==> config.mk <==
export PLATFORM = sky130hd
export DESIGN_NAME = pc_fetch_ctrl
export DESIGN_NICKNAME = d
export VERILOG_FILES = /design/src/rtl/pc_fetch_ctrl.sv
export SDC_FILE = /design/constraint.sdc
export NUM_CORES = 1
export LEC_CHECK = 0
export BUFFER_PORTS_ARGS = -buffer_cell sky130_fd_sc_hd__buf_2
export CORE_ASPECT_RATIO = 1.1
export CORE_MARGIN = 2
export CORE_UTILIZATION = 61
export CTS_CLUSTER_DIAMETER = 120
export DETAILED_ROUTE_END_ITERATION = 6
export GPL_TIMING_DRIVEN = 0
export PLACE_DENSITY = 0.84
export SYNTH_ARGS = -nofsm -noshare
export SYNTH_HDL_FRONTEND = slang
export SYNTH_SLANG_ARGS = --single-unit
export TNS_END_PERCENT = 10
==> constraint.sdc <==
create_clock -name CLK -period 7.1 [get_ports CLK]
set_input_delay 0.71 -clock CLK [delete_from_list [all_inputs] [get_ports CLK]]
set_output_delay 0.71 -clock CLK [all_outputs]
set_load 0.05 [all_outputs]
==> src/rtl/pc_fetch_ctrl.sv <==
// Program-counter fetch controller.
// Holds the PC, chooses the next fetch address (sequential, branch or jump),
// refuses out-of-range or misaligned targets, and sequences through
// IDLE -> RUN, stopping in HALT or FAULT until the next Reset.
module pc_fetch_ctrl #(
    parameter logic [31:0] RESET_PC   = 32'h0000_0000,
    parameter int unsigned IMEM_BYTES = 128
) (
    input  logic        CLK,
    input  logic        Reset,
    input  logic        PCWre,
    input  logic [1:0]  PCSrc,
    input  logic [15:0] Immediate,
    input  logic [25:0] JumpAddr,
    input  logic        halt_req,
    output logic [31:0] IAddr,
    output logic        RW,
    output logic        fetch_valid,
    output logic        halted,
    output logic        addr_fault,
    output logic [15:0] fetch_count
);

    typedef enum logic [1:0] {
        IDLE  = 2'b00,
        RUN   = 2'b01,
        HALT  = 2'b10,
        FAULT = 2'b11
    } state_t;

    // Highest byte address that still holds a whole instruction word.
    localparam logic [31:0] MAX_ADDR = 32'(IMEM_BYTES - 4);

    state_t      state;
    logic [31:0] pc;
    logic [31:0] pc_plus4;
    logic [31:0] branch_target;
    logic [31:0] jump_target;
    logic [31:0] candidate;
    logic        advance;
    logic        bad_target;

    // Candidate next PC and its legality, computed from the current PC and inputs.
    always_comb begin
        // NOTE: every signal written here gets a value before any branch, so no path can infer a latch.
        pc_plus4      = pc + 32'd4;
        branch_target = pc_plus4 + {{14{Immediate[15]}}, Immediate, 2'b00};
        jump_target   = {pc_plus4[31:28], JumpAddr, 2'b00};
        candidate     = pc_plus4;
        case (PCSrc)
            2'b01:   candidate = branch_target;
            2'b10:   candidate = jump_target;
            default: candidate = pc_plus4;
        endcase
        advance    = PCWre && (PCSrc != 2'b11);
        bad_target = (candidate > MAX_ADDR) || (candidate[1:0] != 2'b00);
    end

    // State machine, PC register, fetch counter and registered status outputs.
    always_ff @(posedge CLK) begin
        // NOTE: state is updated with non-blocking assignments so every register samples pre-edge values.
        if (Reset) begin
            state       <= IDLE;
            pc          <= RESET_PC;
            fetch_count <= 16'd0;
            RW          <= 1'b0;
            fetch_valid <= 1'b0;
            halted      <= 1'b0;
            addr_fault  <= 1'b0;
        end else begin
            case (state)
                IDLE: begin
                    state       <= RUN;
                    RW          <= 1'b1;
                    fetch_valid <= 1'b1;
                end
                RUN: begin
                    if (halt_req) begin
                        // Halt wins over both a load and a fault in the same cycle.
                        state       <= HALT;
                        RW          <= 1'b0;
                        fetch_valid <= 1'b0;
                        halted      <= 1'b1;
                    end else if (advance) begin
                        if (bad_target) begin
                            state       <= FAULT;
                            RW          <= 1'b0;
                            fetch_valid <= 1'b0;
                            addr_fault  <= 1'b1;
                        end else begin
                            pc <= candidate;
                            if (fetch_count != 16'hFFFF) begin
                                fetch_count <= fetch_count + 16'd1;
                            end
                        end
                    end
                end
                default: begin
                    // HALT and FAULT are terminal until Reset; everything stays frozen.
                    state <= state;
                end
            endcase
        end
    end

    assign IAddr = pc;

endmodule

# Yosys cells after proc, flatten, opt, wreduce, memory -nomap -nowiden
# Index checks and enable logic that the tools add are counted.
dict set report word_totals {
  reg_bits 53
  input_bits 48
  word_cells 38
}
dict set report op_classes {
  add_sub_neg 3
  magnitude_cmp 1
  n_eq_ne 7
  mux 9
  n_bitwise 2
  n_reduce_logical 10
}
# op count
set op_table {}
lappend op_table {{one-hot mux 32 bit (2 select lines)} 1}
lappend op_table {{adder 32 x 3 -> 32 bit (second input constant)} 1}
lappend op_table {{adder 32 bit} 1}
lappend op_table {{greater-than comparator 32 x 7 -> 1 bit (second input constant)} 1}
lappend op_table {{adder 16 x 1 -> 16 bit (second input constant)} 1}
lappend op_table {{!= test 16 bit (second input constant)} 1}
lappend op_table {{AND reduction 4 bit} 2}
lappend op_table {{2-to-1 mux 2 bit} 3}
lappend op_table {{!= test 3 bit (second input constant)} 2}
lappend op_table {{AND reduction 5 bit} 1}
lappend op_table {{== test 2 x 1 -> 1 bit (second input constant)} 2}
lappend op_table {{one-hot mux 2 bit (2 select lines)} 1}
lappend op_table {{nonzero test 2 bit} 2}
lappend op_table {{2-to-1 mux 1 bit} 3}
lappend op_table {{AND reduction 3 bit} 1}
lappend op_table {{== test 2 bit (second input constant)} 1}
lappend op_table {{logical NOT 2 bit} 1}
lappend op_table {{!= test 2 bit (second input constant)} 1}
lappend op_table {{NOT 1 bit} 2}
lappend op_table {{one-hot mux 1 bit (2 select lines)} 1}
lappend op_table {{AND reduction 2 bit} 1}
lappend op_table {{logical AND 1 bit} 1}
lappend op_table {{logical OR 1 bit} 1}

# Depth between registers and ports, before layout
dict set report logic_depth {
  depth_word 9
  mapped_depth 22
}

# Least setup slack after synthesis
# Ideal clock, no wire load.
dict set report synth_path {
  path_type {reg2reg}
  start {reg pc[2], in the netlist IAddr[2]}
  end {reg fetch_count[10]}
  setup_time_ns 0.123
  arrival_time_ns 5.070
  required_ns 6.977
  setup_slack_ns 1.907
  path_stages_with_launch 20
  n_path_buf 2
  synth_period_minus_slack_ns 5.193
  cell_sequence {dfxtp_1 ha_1 nand4_1 or4_1 or3_1 nand2_1 ha_1 and2_1 nand3_1 o221a_2 o31a_1 xor2_1 a31oi_1 or3_1 or4_4 or2_1 buf_2 buf_6 nor4_2 mux2_1}
}
dict set report synth_between {
  elab_chain_cells 7
}
# item line_no
set synth_lines {}
lappend synth_lines {{start: declaration} 35} ;# logic [31:0] pc;
lappend synth_lines {{start signal: assignment} 91} ;# pc <= candidate;
lappend synth_lines {{adder 32 x 3 -> 32 bit *} 46} ;# pc_plus4 = pc + 32'd4;
lappend synth_lines {{adder 32 bit} 47} ;# branch_target = pc_plus4 + {{14{Immediate[15]}}, Immediate, 2'b00};
lappend synth_lines {{one-hot mux 32 bit (2 select lines) *} 50} ;# case (PCSrc)
lappend synth_lines {{greater-than comparator 32 x 7 -> 1 bit *} 56} ;# bad_target = (candidate > MAX_ADDR) || (candidate[1:0] != 2'b00);
lappend synth_lines {{logical OR 1 bit *} 56}
lappend synth_lines {{NOT 1 bit (no line) *} --}
lappend synth_lines {{AND reduction 5 bit (no line) *} --}
lappend synth_lines {{end signal: assignment} 93} ;# fetch_count <= fetch_count + 16'd1;
lappend synth_lines {{end: declaration} 21} ;# output logic [15:0] fetch_count
# Mark *: on every way between the ends. The rest lies on a longest branch, timed or not.
# A chain may end at the register's enable or synchronous reset.

# Final worst setup path
# Ends and elaborated chain as after synthesis.

==> results.json <==
{
  "p_seq_frac": 0.474,
  "die_w_microns": 89.5,
  "p_leak_nw": 2.49,
  "max_freq_ghz": 0.167,
  "insertion_delay_ps": 310,
  "ys_ff_latch": 53,
  "synth_edf_count": 0,
  "grt_pass1_vias": 5135,
  "combPwrFrac": 0.207,
  "post_cts_buffers": 0,
  "route.detailed.drc": 1,
  "cts_max_level": 2,
  "crit_fanout": 10,
  "detail_route.first_pass.iterations": 7,
  "grt_setup_unrepaired": "no",
  "cp_data_required_time_ps": 7300,
  "p_switching_w": 0.000185,
  "yosysTopAreaCellShare": 0.216,
  "gr-total-overflow": 0,
  "slew_headroom": 0.445,
  "avgViaCountPerCell": 6.33,
  "status": "finished, violations left",
  "finalCriticalPeriod_ps": 5980,
  "io_pins": 100,
  "synthCells": 657,
  "via_count": 5515,
  "core_sq_mm": 0.00787,
  "clock_sink_count": 53,
  "antenna_found_initial": 0,
  "synth_nets": 742,
  "drv_slew": 0,
  "grt_pass1_wl_microns": 24800,
  "violations": "design-rule violations",
  "yosysTopAreaCell": "dfxtp_1",
  "async_reset_ff_frac": 0,
  "io_buffers": 99,
  "drtIter0Drc": 377,
  "num_rows": 34,
  "avgSynthCellArea_sq_um": 7.47,
  "finalSetupViolations": 0,
  "fin_nets": 848,
  "cts_tree": "yes",
  "synth_seq_area_share": 0.216,
  "clkSlewWorstSetupHoldPaths_ps": 90,
  "hp-start": "halted$_SDFFE_PP0P_",
  "reg2reg_from": "IAddr[2]$_SDFFE_PP0P_",
  "ys.flop_type": "dfxtp_1",
  "ir_drop_mv": 0.179,
  "ys_top_cells_by_area": "dfxtp_1 22%, ha_1 9.2%, a21oi_1 5.8%",
  "p_int_w": 0.000451,
  "start_util": 0.623,
  "root_buffer": "clkbuf_8",
  "place.gp.congestion": 0.955,
  "cts_max_path_buffers": 2,
  "synth_cell_type_count": 73,
  "hold_viol_final": 0,
  "power_density_mw_per_mm2": 113,
  "cts_hold_repair.buffers": 0,
  "finalWorstSetupSlack_ps": 1120,
  "worstSetupStartpointType": "register",
  "tightest_slew_ps": 826,
  "final.period_utilization": 0.842,
  "dieHeight_microns": 98.1,
  "cts_resized": 0,
  "path_class": "reg2reg",
  "grt_max_degree": 17,
  "ant_nets": 0,
  "diodes": 0,
  "endpoint_kind": "register",
  "grt_usage": 0.354,
  "layout-drive-gt1-share": 0.169,
  "synth.cell_area_sq_mm": 0.00491,
  "hold_path.class": "reg2reg",
  "post_drt_wl_per_cell_microns": 17.7,
  "cp-startpoint": "IAddr[2]$_SDFFE_PP0P_",
  "pwr-share-clk": 0.318,
  "ys_warn_count": 0,
  "pre_cts_ws_ps": 1220,
  "fin_skew_ps": 7.01,
  "worst-endpoint-arrival_ps": 6180,
  "wl_microns": 15500,
  "final.setup.tns_ps": 0,
  "switching_share": 0.291,
  "area_growth_pct": 15.0,
  "dpl.hpwl_microns": 12400,
  "max_cap_viol_count": 0,
  "cts_buffers": 5,
  "floorplan.die_area_sq_mm": 0.00878
}
## worst paths after layout
kind	endpoint	slack [ps]	depth (start not counted)
worst max-delay path	fetch_count[10]$_SDFFE_PP0P_	1120	20
worst min-delay path	halted$_SDFFE_PP0P_	480	2
worst max register to register	fetch_count[10]$_SDFFE_PP0P_	1120	20
worst min register to register	halted$_SDFFE_PP0P_	480	2
## layout make-up
| class | instances | area (sq um) |
|---|---|---|
| multi-input cells | 550 | 3620 |
| fillers | 675 | 2230 |
| flip-flops and latches | 53 | 1060 |
| repair buffers | 99 | 495 |
| plain buffers | 36 | 156 |
| well taps | 108 | 135 |
| clock buffers | 5 | 68.8 |
| inverters | 18 | 67.6 |
| clock inverters | 2 | 38.8 |
## cells by family (layout without fill, tap and decap cells)
kind of cell | count (synthesis) | after routing | synth area share
xor+xnor | 43 | 43 | 0.0768
compound gates | 179 | 179 | 0.238
mux | 16 | 16 | 0.0342
simple gates | 275 | 275 | 0.293
flops | 53 | 53 | 0.216
buf+inv | 54 | 160 | 0.0456
fa+ha+maj | 37 | 37 | 0.0959
## cell usage in the layout (no fill, tap or decap), types with 25 or more instances in the layout
cell type,instances
clkbuf_1,25
nand2_1,63
dfxtp_1,53
ha_1,36
buf_2,103
o21ai_0,31
a21oi_1,57
nand3_1,30
nor2_1,58
## per-layer routing
layer,GRT usage,routed length [microns]
met5,0,0
met4,0.131,484
met3,0.0431,1160
met2,0.602,7580
met1,0.452,6220
## stage by stage
step	std cells	cell area (sq um)	hold WS, ps	utilization	power [W]
after detailed placement	864	5540	459	0.703	0.000437
after floorplan	657	4910	509	-	0.000394
after CTS	871	5640	485	0.717	0.000636
after global placement	864	5540	454	0.703	0.000435
after global routing	871	5640	503	0.717	0.000660
final	871	5640	479	0.717	0.000637
## sequential cells by signal, indices dropped and copies added, names as in the netlist
name and flops:
IAddr 32, addr_fault 1, fetch_count 16, fetch_valid 1, halted 1, state 2
## synth_stat cells, types with 7 or more instances
library cell  count
o21ai_0          31
clkbuf_1         25
nand2_1          63
nor2_1           58
and3_1           24
or4_1             8
a31oi_1           7
a211oi_1          7
a21o_1           10
inv_1            18
mux2i_1          10
nand4_1          19
ha_1             36
nor3_1           17
xnor2_1          24
dfxtp_1          53
xor2_1           19
o211ai_1          9
nor4_1           12
nand3_1          30
or3_1            15
a21oi_1          57
## critical path: stages (launching register included)
cell and delay [ps]:
dfxtp_1 500, ha_1 350, nand4_1 140, nor4_1 520, nand4_1 190, xnor2_1 290, ha_1 290, clkbuf_1 210
a21oi_1 230, o21bai_1 120, a221oi_1 400, nor2_1 80, o211a_1 150, a2111oi_0 560, nand4_1 150, or3_1 490
or2_1 270, buf_2 160, buf_6 150, nor4_2 270, mux2_1 330
## power by group through the flow
stage / Combinational (W) / Clock, W / Sequential (W)
global route: 0.000144 / 0.000214 / 0.000303
CTS: 0.000129 / 0.000204 / 0.000302
detailed placement: 0.000128 / 0 / 0.000309
finish: 0.000132 / 0.000203 / 0.000302
floorplan: 0.0000807 / 0 / 0.000314
global placement: 0.000126 / 0 / 0.000309
No activity file was read; power rests on OpenSTA's default activity.
